## config.mk

```make
export PLATFORM = sky130hd
export DESIGN_NAME = control_signal_pipe_flat
export DESIGN_NICKNAME = d
export VERILOG_FILES = /design/src/rtl/control_signal_pipe_if.sv /design/src/rtl/control_signal_pipe.sv /design/src/flat_wrapper.sv
export SDC_FILE = /design/constraint.sdc
export NUM_CORES = 1
export LEC_CHECK = 0
export BUFFER_PORTS_ARGS = -buffer_cell sky130_fd_sc_hd__buf_4
export CORE_ASPECT_RATIO = 0.9
export CORE_UTILIZATION = 40
export CTS_BUF_LIST = sky130_fd_sc_hd__clkbuf_4
export DETAILED_ROUTE_END_ITERATION = 10
export PLACE_DENSITY = 0.86
export SYNTH_ARGS = -nofsm -noshare
export SYNTH_HDL_FRONTEND = slang
export SYNTH_SLANG_ARGS = --single-unit
```

## constraint.sdc

```tcl
create_clock -name clk -period 2 [get_ports clk]
set_input_delay 0.3 -clock clk [delete_from_list [all_inputs] [get_ports clk]]
set_output_delay 0.3 -clock clk [all_outputs]
set_load 0.005 [all_outputs]
```

## src/rtl/control_signal_pipe_if.sv

```systemverilog
// Bundle for the decode-stage control path: instruction and bubble select in,
// decoded ID controls plus staged EX/MEM controls out.
interface control_signal_pipe_if;
  logic [31:0] in_instruction;
  logic        S;
  logic [3:0]  ID_opcode;
  logic        ID_AM;
  logic        ID_S_enable;
  logic        ID_load_instr;
  logic        ID_RF_enable;
  logic        ID_Size_enable;
  logic        ID_RW_enable;
  logic        ID_Enable_signal;
  logic        ID_BL_instr;
  logic        ID_B_instr;
  logic [3:0]  EX_opcode;
  logic        EX_AM;
  logic        EX_S_enable;
  logic        EX_load_instr;
  logic        EX_RF_enable;
  logic        EX_Size_enable;
  logic        EX_RW_enable;
  logic        EX_Enable_signal;
  logic        MEM_load_instr;
  logic        MEM_RF_enable;
  logic        MEM_Size_enable;
  logic        MEM_RW_enable;
  logic        MEM_Enable_signal;

  modport master (
    output in_instruction, S,
    input  ID_opcode, ID_AM, ID_S_enable, ID_load_instr, ID_RF_enable,
           ID_Size_enable, ID_RW_enable, ID_Enable_signal, ID_BL_instr, ID_B_instr,
    input  EX_opcode, EX_AM, EX_S_enable, EX_load_instr, EX_RF_enable,
           EX_Size_enable, EX_RW_enable, EX_Enable_signal,
    input  MEM_load_instr, MEM_RF_enable, MEM_Size_enable, MEM_RW_enable,
           MEM_Enable_signal
  );

  modport slave (
    input  in_instruction, S,
    output ID_opcode, ID_AM, ID_S_enable, ID_load_instr, ID_RF_enable,
           ID_Size_enable, ID_RW_enable, ID_Enable_signal, ID_BL_instr, ID_B_instr,
    output EX_opcode, EX_AM, EX_S_enable, EX_load_instr, EX_RF_enable,
           EX_Size_enable, EX_RW_enable, EX_Enable_signal,
    output MEM_load_instr, MEM_RF_enable, MEM_Size_enable, MEM_RW_enable,
           MEM_Enable_signal
  );
endinterface

```

## src/rtl/control_signal_pipe.sv

```systemverilog
// Decode-stage control path: combinational decode, bubble mux, then the
// ID/EX and EX/MEM control registers (each stage keeps only what it still needs).
module control_signal_pipe (
  input logic                  clk,
  input logic                  R,
  control_signal_pipe_if.slave bus
);

  typedef struct packed {
    logic [3:0] opcode;
    logic       am;
    logic       s_enable;
    logic       load_instr;
    logic       rf_enable;
    logic       size_enable;
    logic       rw_enable;
    logic       enable_signal;
    logic       bl_instr;
    logic       b_instr;
  } ctrl_t;

  typedef struct packed {
    logic [3:0] opcode;
    logic       am;
    logic       s_enable;
    logic       load_instr;
    logic       rf_enable;
    logic       size_enable;
    logic       rw_enable;
    logic       enable_signal;
  } ex_ctrl_t;

  typedef struct packed {
    logic load_instr;
    logic rf_enable;
    logic size_enable;
    logic rw_enable;
    logic enable_signal;
  } mem_ctrl_t;

  logic [31:0] instr_s;
  ctrl_t       dec_s;
  ctrl_t       id_s;
  ex_ctrl_t    ex_r;
  mem_ctrl_t   mem_r;
  logic        unused_bits_s;

  assign instr_s       = bus.in_instruction;
  // Condition field and operand fields play no part in control decode.
  assign unused_bits_s = ^{instr_s[31:28], instr_s[19:0]};

  // Instruction class decode into control signals.
  always_comb begin
    dec_s = '0;
    if (instr_s == 32'h0000_0000) begin
      dec_s = '0;
    end else begin
      case (instr_s[27:26])
        2'b00: begin
          dec_s.opcode    = instr_s[24:21];
          dec_s.am        = instr_s[25];
          dec_s.s_enable  = instr_s[20];
          // TST/TEQ/CMP/CMN (10xx) only set flags, no register write.
          dec_s.rf_enable = (instr_s[24:23] != 2'b10);
        end
        2'b01: begin
          dec_s.enable_signal = 1'b1;
          dec_s.load_instr    = instr_s[20];
          dec_s.rf_enable     = instr_s[20];
          dec_s.rw_enable     = ~instr_s[20];
          dec_s.size_enable   = instr_s[22];
          dec_s.am            = instr_s[25];
          dec_s.opcode        = instr_s[23] ? 4'b0100 : 4'b0010;
        end
        2'b10: begin
          if (instr_s[25]) begin
            dec_s.b_instr   = 1'b1;
            dec_s.bl_instr  = instr_s[24];
            dec_s.rf_enable = instr_s[24];
            dec_s.opcode    = 4'b0100;
          end else begin
            dec_s = '0;
          end
        end
        default: dec_s = '0;
      endcase
    end
  end

  // Bubble mux: S forces a NOP into the pipe.
  always_comb begin
    id_s = '0;
    if (bus.S) begin
      id_s = '0;
    end else begin
      id_s = dec_s;
    end
  end

  assign bus.ID_opcode        = id_s.opcode;
  assign bus.ID_AM            = id_s.am;
  assign bus.ID_S_enable      = id_s.s_enable;
  assign bus.ID_load_instr    = id_s.load_instr;
  assign bus.ID_RF_enable     = id_s.rf_enable;
  assign bus.ID_Size_enable   = id_s.size_enable;
  assign bus.ID_RW_enable     = id_s.rw_enable;
  assign bus.ID_Enable_signal = id_s.enable_signal;
  assign bus.ID_BL_instr      = id_s.bl_instr;
  assign bus.ID_B_instr       = id_s.b_instr;

  // ID/EX control register; branch flags are consumed in decode and dropped.
  always_ff @(posedge clk) begin
    if (R) begin
      ex_r <= '0;
    end else begin
      ex_r <= '{opcode:        id_s.opcode,
                am:            id_s.am,
                s_enable:      id_s.s_enable,
                load_instr:    id_s.load_instr,
                rf_enable:     id_s.rf_enable,
                size_enable:   id_s.size_enable,
                rw_enable:     id_s.rw_enable,
                enable_signal: id_s.enable_signal};
    end
  end

  // EX/MEM control register; ALU controls are no longer needed past EX.
  always_ff @(posedge clk) begin
    if (R) begin
      mem_r <= '0;
    end else begin
      mem_r <= '{load_instr:    ex_r.load_instr,
                 rf_enable:     ex_r.rf_enable,
                 size_enable:   ex_r.size_enable,
                 rw_enable:     ex_r.rw_enable,
                 enable_signal: ex_r.enable_signal};
    end
  end

  assign bus.EX_opcode         = ex_r.opcode;
  assign bus.EX_AM             = ex_r.am;
  assign bus.EX_S_enable       = ex_r.s_enable;
  assign bus.EX_load_instr     = ex_r.load_instr;
  assign bus.EX_RF_enable      = ex_r.rf_enable;
  assign bus.EX_Size_enable    = ex_r.size_enable;
  assign bus.EX_RW_enable      = ex_r.rw_enable;
  assign bus.EX_Enable_signal  = ex_r.enable_signal;

  assign bus.MEM_load_instr    = mem_r.load_instr;
  assign bus.MEM_RF_enable     = mem_r.rf_enable;
  assign bus.MEM_Size_enable   = mem_r.size_enable;
  assign bus.MEM_RW_enable     = mem_r.rw_enable;
  assign bus.MEM_Enable_signal = mem_r.enable_signal;

endmodule

```

## src/flat_wrapper.sv

```systemverilog
// flat-port wrapper written by rule: the top's interface ports become plain ports
module control_signal_pipe_flat 
  (clk, R, bus_in_instruction, bus_S, bus_ID_opcode, bus_ID_AM, bus_ID_S_enable, bus_ID_load_instr, bus_ID_RF_enable, bus_ID_Size_enable, bus_ID_RW_enable, bus_ID_Enable_signal, bus_ID_BL_instr, bus_ID_B_instr, bus_EX_opcode, bus_EX_AM, bus_EX_S_enable, bus_EX_load_instr, bus_EX_RF_enable, bus_EX_Size_enable, bus_EX_RW_enable, bus_EX_Enable_signal, bus_MEM_load_instr, bus_MEM_RF_enable, bus_MEM_Size_enable, bus_MEM_RW_enable, bus_MEM_Enable_signal);
  control_signal_pipe_if bus_i ();
  input logic clk;
  input logic R;
  input wire logic [$bits(bus_i.in_instruction)-1:0] bus_in_instruction;
  input wire logic [$bits(bus_i.S)-1:0] bus_S;
  output wire logic [$bits(bus_i.ID_opcode)-1:0] bus_ID_opcode;
  output wire logic [$bits(bus_i.ID_AM)-1:0] bus_ID_AM;
  output wire logic [$bits(bus_i.ID_S_enable)-1:0] bus_ID_S_enable;
  output wire logic [$bits(bus_i.ID_load_instr)-1:0] bus_ID_load_instr;
  output wire logic [$bits(bus_i.ID_RF_enable)-1:0] bus_ID_RF_enable;
  output wire logic [$bits(bus_i.ID_Size_enable)-1:0] bus_ID_Size_enable;
  output wire logic [$bits(bus_i.ID_RW_enable)-1:0] bus_ID_RW_enable;
  output wire logic [$bits(bus_i.ID_Enable_signal)-1:0] bus_ID_Enable_signal;
  output wire logic [$bits(bus_i.ID_BL_instr)-1:0] bus_ID_BL_instr;
  output wire logic [$bits(bus_i.ID_B_instr)-1:0] bus_ID_B_instr;
  output wire logic [$bits(bus_i.EX_opcode)-1:0] bus_EX_opcode;
  output wire logic [$bits(bus_i.EX_AM)-1:0] bus_EX_AM;
  output wire logic [$bits(bus_i.EX_S_enable)-1:0] bus_EX_S_enable;
  output wire logic [$bits(bus_i.EX_load_instr)-1:0] bus_EX_load_instr;
  output wire logic [$bits(bus_i.EX_RF_enable)-1:0] bus_EX_RF_enable;
  output wire logic [$bits(bus_i.EX_Size_enable)-1:0] bus_EX_Size_enable;
  output wire logic [$bits(bus_i.EX_RW_enable)-1:0] bus_EX_RW_enable;
  output wire logic [$bits(bus_i.EX_Enable_signal)-1:0] bus_EX_Enable_signal;
  output wire logic [$bits(bus_i.MEM_load_instr)-1:0] bus_MEM_load_instr;
  output wire logic [$bits(bus_i.MEM_RF_enable)-1:0] bus_MEM_RF_enable;
  output wire logic [$bits(bus_i.MEM_Size_enable)-1:0] bus_MEM_Size_enable;
  output wire logic [$bits(bus_i.MEM_RW_enable)-1:0] bus_MEM_RW_enable;
  output wire logic [$bits(bus_i.MEM_Enable_signal)-1:0] bus_MEM_Enable_signal;
  assign bus_i.in_instruction = bus_in_instruction;
  assign bus_i.S = bus_S;
  assign bus_ID_opcode = bus_i.ID_opcode;
  assign bus_ID_AM = bus_i.ID_AM;
  assign bus_ID_S_enable = bus_i.ID_S_enable;
  assign bus_ID_load_instr = bus_i.ID_load_instr;
  assign bus_ID_RF_enable = bus_i.ID_RF_enable;
  assign bus_ID_Size_enable = bus_i.ID_Size_enable;
  assign bus_ID_RW_enable = bus_i.ID_RW_enable;
  assign bus_ID_Enable_signal = bus_i.ID_Enable_signal;
  assign bus_ID_BL_instr = bus_i.ID_BL_instr;
  assign bus_ID_B_instr = bus_i.ID_B_instr;
  assign bus_EX_opcode = bus_i.EX_opcode;
  assign bus_EX_AM = bus_i.EX_AM;
  assign bus_EX_S_enable = bus_i.EX_S_enable;
  assign bus_EX_load_instr = bus_i.EX_load_instr;
  assign bus_EX_RF_enable = bus_i.EX_RF_enable;
  assign bus_EX_Size_enable = bus_i.EX_Size_enable;
  assign bus_EX_RW_enable = bus_i.EX_RW_enable;
  assign bus_EX_Enable_signal = bus_i.EX_Enable_signal;
  assign bus_MEM_load_instr = bus_i.MEM_load_instr;
  assign bus_MEM_RF_enable = bus_i.MEM_RF_enable;
  assign bus_MEM_Size_enable = bus_i.MEM_Size_enable;
  assign bus_MEM_RW_enable = bus_i.MEM_RW_enable;
  assign bus_MEM_Enable_signal = bus_i.MEM_Enable_signal;
  control_signal_pipe u_core (.clk(clk), .R(R), .bus(bus_i));
endmodule
```

Word level (Yosys, flattened, before mapping)
Cells that the tools add are included.
- output and inout bits: 29
- bits in writable memories: 0
- bits in registers: 16
- logic and storage cells: 31
- bits in read-only memories: 0
- bits in latches: 0
- memories: 0
- eq/ne operators: 3
- shift-type cells: 0
- reductions and logical operators: 2
- mux-type cells: 12
- $lt $le $gt $ge: 0
- bitwise gates (word level): 1
- $mul: 0
- add/sub/neg operators: 0
- divide/modulo/power cells: 0
- operators with widths (cell ; count):
    32-bit zero test ; 1
    13-bit 2-to-1 mux ; 2
    5-bit case mux with 3 select lines ; 1
    3-bit 2-to-1 mux ; 3
    2-bit 2-to-1 mux ; 2
    1-bit 2-to-1 mux ; 3
    1-bit case mux with 3 select lines ; 1
    2-bit by 1-bit equality test with 1-bit output (second input constant) ; 1
    2-bit equality test (second input constant) ; 1
    2-bit zero test ; 1
    2-bit != test (second input constant) ; 1
    1-bit inverter ; 1

Depth between registers and ports, before layout
Gate-level depths: netlist (run 1).
- depth in word-level cells: 4
- depth in mapped cells: 4

Least setup slack after synthesis (run 1)
OpenSTA, ideal clock, no wires.
- path type: input to output
- from: input port bus_in_instruction[27]
- to: output port bus_ID_opcode[1]
- required time: 1700 ps
- cell stages on the path: 4
- arrival time: 1089 ps
- slack: 611 ps
- cells stage by stage: buf_4 -> or3b_4 -> a2bb2oi_2 -> inv_1
- word-level cells in the longest chain between the ends: 4
- RTL lines (element ; RTL line ; RTL):
    from (decl) ; flat_wrapper.sv:7 ; input wire logic [$bits(bus_i.in_instruction)-1:0] bus_in_instruction;
    2-bit equality test, or another cell as far along ; control_signal_pipe.sv:58 ; case (instr_s[27:26])
    5-bit case mux with 3 select lines ; control_signal_pipe.sv:58 ;
    13-bit 2-to-1 mux * ; control_signal_pipe.sv:55 ; if (instr_s == 32'h0000_0000) begin
    13-bit 2-to-1 mux * ; control_signal_pipe.sv:93 ; if (bus.S) begin
    to (decl) ; flat_wrapper.sv:9 ; output wire logic [$bits(bus_i.ID_opcode)-1:0] bus_ID_opcode;
Every way passes the cells marked *; elsewhere a longest branch is shown, timed or not.

Worst setup path in the final report (run 1)
- from: input port bus_in_instruction[26]
- to: output port bus_ID_RF_enable
- word-level cells in the longest chain between the ends: 4
- RTL lines (element ; RTL line ; RTL):
    2-bit equality test, or another cell as far along ; control_signal_pipe.sv:58 ;
    1-bit case mux with 3 select lines ; control_signal_pipe.sv:58 ;
    13-bit 2-to-1 mux * ; control_signal_pipe.sv:55 ;
    13-bit 2-to-1 mux * ; control_signal_pipe.sv:93 ;
    to (decl) ; flat_wrapper.sv:13 ; output wire logic [$bits(bus_i.ID_RF_enable)-1:0] bus_ID_RF_enable;
Marks and branches as above.

==> impl_metrics.toml, run 1 <==
[run_status]
status = "completed"

[pwr]
p_leak_nw = 0.6050
p_comb_share_pct = 20.0
power_switching_uw = 141.5
swShare_pct = 22.96
ir_drop_uv = 240.1
power_frac_clock_pct = 27.0
power_density_nw_per_um2 = 513.0
p_int_uw = 474.7
finalPower_uw = 616.2
pwr-share-seq_pct = 53.0

[sta]
slew-limit-headroom_pct = 70.45
fin_setup_tns_ns = 0
worstMarginPinSlew_ns = 0.4398
setup_viol = 0
fin_crit_sh_pct = 77.89
slew_viol_final = 0
rsz0062_at_grt = "no"
post-route-min-period_ns = 1.558
max_freq_ghz = 0.6419
final.setup_skew_ns = 0.0006183
hold_viol_final = 0

[place]
dp_cells = 151
io_buffers = 63
dp.final_hpwl_mm = 1.492
routabilityCongestion = 0.7475

[synthesis]
syn-cell-area_um2 = 696.9
syn_nets = 104
yosysSeqAreaShare_pct = 45.96
avgSynthCellArea_um2 = 10.10
ys_ff_latch = 16
yosys_warnings = 0
yosysTopAreaCellShare_pct = 45.96
synth.area.top_cells = "dfxtp_1 46%, and2_1 9.0%, nor4_1 8.1%, nor2b_1 6.3%, and4_1 2.5%"
yosysUniqueCellTypes = 24
synth.largest_area_cell = "dfxtp_1"
synthCells = 69

[cts]
htree_levels = 1
cts_resized = 0
clock_latency_ns = 0.28
clkSinkCount = 16
cts_tree = "done"
cts.clk_slew.worst_paths_ns = 0.08
clockBufferDepth = 2
cts_buffers = 3
cts_hold_buf = 0
cts-root-buf = "clkbuf_4"
post_cts_buffers = 0

[grt]
grt_antenna_before_repair = 0
globalRoute.totalOverflow = 0
track_usage_pct = 20.92
grt_max_degree = 13
grt_pass1_wl_mm = 3.008
grt_pass1_vias = 737

[route]
vias_per_cell = 4.865
drc = 0
firstDrtPassIters = 2
drt_wl_total_mm = 1.766
drt-initial-drc-count = 3
wire_per_inst_um = 11.39
num_vias = 754
ant_nets = 0

[floorplan]
row_count = 13
io-pin-count = 64
start_util_pct = 45.58
die_y_um = 41.60
die_area_um2 = 1914
coreArea_um2 = 1529
die_w_um = 46

[critical_path]
cp_top_family = "compound AO/OA/AOI/OAI gates"
critPathMaxStageDelay_ns = 0.35
crit_buf_inv = 2
cp.required_ns = 1.70
path_class = "input pin to output port"
cp_cell_sequence = "buf_4, and3b_2, a211oi_1, a211oi_1, buf_4"
critPathCaptureType = "output port"
crit_arrival_ns = 1.26
cp_slowest_cell = "a211oi_1"
cp_max_fo = 11
crit_path_start_kind = "input pin"

[final_layout]
final_cell_mix = "63 x buf_4, 16 x dfxtp_1, 10 x and2_1, 9 x nor4_1, 7 x nor2b_1"
fill_cells = 116
antenna_cells = 0
num-nets-final = 169
areaGrowthSynthToFinish_pct = 72.35
final_cells = 155
layout_commonest_cell = "buf_4"
final_layout_size_suffix_gt1_share_pct = 57.89

[run]
maxCapViolCount = 0

[hold_path]
hold_class = "input pin to register"
## registers in the layout, summed over array words and instances, names as in the netlist
signal,cells
u_core.bus.MEM_load_instr,1
u_core.bus.EX_S_enable,1
u_core.bus.EX_Size_enable,1
u_core.bus.EX_Enable_signal,1
u_core.bus.EX_opcode,4
u_core.bus.MEM_Size_enable,1
u_core.bus.MEM_Enable_signal,1
u_core.bus.EX_RW_enable,1
u_core.bus.EX_AM,1
u_core.bus.MEM_RW_enable,1
u_core.bus.EX_load_instr,1
u_core.bus.EX_RF_enable,1
u_core.bus.MEM_RF_enable,1
## per-stage QoR
stage | hold WS (ns) | worst slack, ns | area, um2 | util (%)
floorplan | 0.3700 | 0.6111 | 696.9 | -
global placement | 0.4500 | 0.4970 | 1175 | 76.84
detailed placement | 0.4599 | 0.4539 | 1175 | 76.84
CTS | 0.2381 | 0.4423 | 1201 | 78.56
global route | 0.2283 | 0.3595 | 1201 | 78.56
finish | 0.2439 | 0.4422 | 1201 | 78.56
## power groups by stage
| stage | sequential (mW) | combinational, mW | clock, mW |
|---|---|---|---|
| 6_report | 0.327 | 0.123 | 0.166 |
| 5_1_grt | 0.328 | 0.134 | 0.192 |
| 4_1_cts | 0.327 | 0.124 | 0.170 |
| 3_5_place_dp | 0.334 | 0.123 | 0 |
| 3_3_place_gp | 0.334 | 0.121 | 0 |
| 2_1_floorplan | 0.335 | 0.0387 | 0 |
## cell type report
class                      instances  area, um2  share of cell area (%)
tap                               22      27.53                   2.292
inverter                           2      7.507                  0.6250
timing repair buffer              63      473.0                   39.38
multi-input combinational         48      346.6                   28.85
clock inverter                     1      3.754                  0.3125
sequential                        16      320.3                   26.67
clock buffer                       3      22.52                   1.875
## layer usage
layer | routed length (um) | share of wire, % | global-route usage, %
met1 | 730 | 41 | 26.88
met2 | 854 | 48 | 32.96
met3 | 157 | 8.9 | 5.652
met4 | 23 | 1.3 | 7.059
met5 | 0 | 0 | 0
## worst paths after layout
path	from	depth (start not counted)	slack, ns	end
min reg2reg	u_core.bus.EX_load_instr	1	0.47	u_core.bus.MEM_load_instr
min	bus_in_instruction[21]	2	0.24	u_core.bus.EX_opcode[0]
max reg2reg	u_core.bus.EX_Enable_signal	1	1.46	u_core.bus.MEM_Enable_signal
max	bus_in_instruction[26]	5	0.44	bus_ID_RF_enable
## Yosys cell counts
| master | count |
|---|---|
| a2bb2oi_2 | 1 |
| a211oi_1 | 2 |
| nor2_2 | 1 |
| nor2_4 | 1 |
| or3b_4 | 1 |
| buf_6 | 1 |
| buf_4 | 1 |
| and2_1 | 10 |
| a21o_2 | 1 |
| nand2b_1 | 1 |
| and4_1 | 2 |
| nor2_1 | 3 |
| nor2b_1 | 7 |
| dfxtp_1 | 16 |
| nor4_1 | 9 |
| a2111oi_2 | 1 |
| and4bb_2 | 1 |
| a21o_1 | 1 |
| nor3_1 | 2 |
| and3b_2 | 1 |
| and4b_2 | 1 |
| and3_2 | 2 |
| clkbuf_1 | 1 |
| inv_1 | 2 |
## kinds of logic after synthesis
kind of cell / Yosys count / share of synthesized area (%)
simple gates: 42 / 40.93
flops: 16 / 45.96
compound gates: 6 / 8.796
buf+inv: 5 / 4.309
No activity file was read; power rests on OpenSTA's default activity.
==> run 2: changes to the inputs <==
ABC_AREA = 1   (was default)
CORE_UTILIZATION = 38   (was 40)
PLACE_DENSITY = 0.81   (was 0.86)
clock period = 1.49 ns   (was 2 ns; I/O delays follow)
==> impl_metrics.toml, run 2 <==
[final_layout]
multi_input_comb_area_um2 = 324.1
final_cell_mix = "63 x buf_4, 34 x nor2_1, 16 x nand2_1, 16 x dfxtp_1, 14 x inv_1"
areaGrowthSynthToFinish_pct = 71.25
largest_register_ffs = 4
layout_commonest_cell = "buf_4"
final_cells = 194
fill_cells = 153
final_layout_size_suffix_gt1_share_pct = 44.12
num-nets-final = 207
antenna_cells = 0
register_area_um2 = 320.3

[critical_path]
critPathMaxStageDelay_ns = 0.16
crit_arrival_ns = 1.08
crit_path_start_kind = "input pin"
critPathCaptureType = "output port"
rr_worst_depth = 2
worstReg2RegEnd = "u_core.bus.MEM_Enable_signal"
worstSetupStartpoint = "bus_in_instruction[26]"
cp_cell_sequence = "buf_4, nor2_2, nand2_1, nor2_1, nand2_1, nor2_2, nor2_1, buf_4"
path_class = "input pin to output port"
crit_end = "bus_ID_RF_enable"
rr_startpoint = "u_core.bus.EX_Enable_signal"
cp.required_ns = 1.27
cp_max_fo = 6
r2r_setup_slack_ns = 0.98
cp_slowest_cell = "nor2_2"

[route]
drc = 0
num_vias = 871
drt_wl_total_mm = 1.840
ant_nets = 0
wire_per_inst_um = 9.485
drt-initial-drc-count = 10
firstDrtPassIters = 4
vias_per_cell = 4.490

[sta]
hold_ws_ns = 0.1491
setup_viol = 0
hold_viol_final = 0
slew-limit-headroom_pct = 85.62
max_freq_ghz = 0.7687
slew_viol_final = 0
fin_crit_sh_pct = 87.31
post-route-min-period_ns = 1.301
setup_slack_ns = 0.1891
final.setup_skew_ns = 0.001123
worstMarginPinSlew_ns = 0.2138
fin_setup_tns_ns = 0
rsz0062_at_grt = "no"

[cts]
cts_buffers = 3
post_cts_buffers = 0
cts_resized = 0
htree_levels = 1
clockBufferDepth = 2
cts-root-buf = "clkbuf_4"
cts_tree = "done"
cts.clk_slew.worst_paths_ns = 0.08
clkSinkCount = 16
cts_hold_buf = 0
clock_latency_ns = 0.27

[synthesis]
synth_edf_count = 0
yosys.cell_count.top_type = "nor2_1"
synth-compound-area-share_pct = 2.787
syn_nets = 142
synthAdderAreaFrac_pct = 0
synth_flop_cell = "dfxtp_1"
synth.area.top_cells = "dfxtp_1 45%, nor2_1 18%, nand2_1 8.4%, inv_1 7.3%, nor3_2 5.6%"
synthTopCellsByCount = "34 x nor2_1, 16 x dfxtp_1, 16 x nand2_1"
synth_top_family_by_area = "simple AND/OR/NAND/NOR gates"
yosysUniqueCellTypes = 15
avgSynthCellArea_um2 = 6.712
yosys_warnings = 0
yosysTopAreaCellShare_pct = 44.60
synth-simple-area-share_pct = 42.33
synthCells = 107
syn-cell-area_um2 = 718.2
synth.largest_area_cell = "dfxtp_1"
synth.area.mux_share_pct = 0
ys_ff_latch = 16
yosysSeqAreaShare_pct = 44.60
synthXorXnorAreaFrac_pct = 0
async_flop_share_pct = 0

[place]
dp.final_hpwl_mm = 1.550
dp_cells = 191
dp_slack_ns = 0.1829
routabilityCongestion = 0.8867
io_buffers = 63

[pwr]
p_int_uw = 629.0
swShare_pct = 23.52
power_density_nw_per_um2 = 668.7
ir_drop_uv = 341.8
p_comb_share_pct = 21.2
p_leak_nw = 0.6353
power_frac_clock_pct = 25.4
power_switching_uw = 193.5
pwr-share-seq_pct = 53.3

[hold_path]
min-delay-start = "bus_in_instruction[20]"
hold_class = "input pin to register"

[grt]
grt_pass1_wl_mm = 2.884
globalRoute.totalOverflow = 0
grt_max_degree = 17
track_usage_pct = 19.50
grt_pass1_vias = 781
grt_antenna_before_repair = 0

[run_status]
status = "completed"

[floorplan]
die_y_um = 43.25
io-pin-count = 64
start_util_pct = 41.84
coreArea_um2 = 1717
die_w_um = 47.83
row_count = 14
die_area_um2 = 2068

[run]
maxCapViolCount = 0
## run 2: cell types whose count changed in the layout (fill, tap and decap cells not counted), moves of 3 or more
cell	before	now
nor2_1	3	34
nand2_1	0	16
inv_1	2	14
and2_1	10	0
nor4_1	9	1
nor2b_1	7	0
nor3_1	2	6
nor3_2	0	4
nand3_1	0	3
## run 2: kinds of logic after synthesis
group	after synthesis
buffers and inverters	19
DFF	16
and+or+nand+nor	68
AOI/OAI and AO/OA	4
## run 2: metrics by stage
| step | total power, mW | instance area (um2) | util (%) |
|---|---|---|---|
| 6_report | 0.8225 | 1230 | 71.65 |
| 5_1_grt | 0.8712 | 1230 | 71.65 |
| 4_1_cts | 0.8291 | 1230 | 71.65 |
| 3_5_place_dp | 0.6235 | 1207 | 70.34 |
| 3_3_place_gp | 0.6195 | 1207 | 70.34 |
| 2_1_floorplan | 0.5086 | 718.2 | - |
## run 2: final cells by class
class / instances / area share (%)
clock buffer: 3 / 1.831
inverter: 16 / 4.883
sequential: 16 / 26.04
timing repair buffer: 63 / 38.45
tap: 24 / 2.442
multi-input combinational: 72 / 26.35
## run 2: worst min path at each step
stage | endpoint | cells after the start
after floorplan | u_core.bus.EX_RW_enable | 1
after global placement | u_core.bus.MEM_Enable_signal | 2
after detailed placement | u_core.bus.MEM_RF_enable | 2
after CTS | u_core.bus.EX_RW_enable | 2
after global routing | u_core.bus.EX_RW_enable | 2
final | u_core.bus.EX_RW_enable | 2
## run 2: power by group through the flow
stage,clock network [mW],logic (mW),registers [mW]
2_1_floorplan,0,0.0586,0.450
3_5_place_dp,0,0.174,0.449
4_1_cts,0.215,0.175,0.439
3_3_place_gp,0,0.171,0.449
6_report,0.209,0.175,0.439
5_1_grt,0.239,0.192,0.440
## run 2: critical path, delay by kind of cell
kind,cells,cell delay [ns]
AND/OR/NAND/NOR,6,0.60
buffers and inverters,2,0.27
## run 2: metal layers
metal | wire (um) | track usage [%] | up-vias
met3 | 161 | 2.128 | 2
met5 | 0 | 0 | -
met2 | 908 | 34.05 | 52
li1 | - | - | 450
met1 | 760 | 22.60 | 367
met4 | 11 | 8.889 | 0
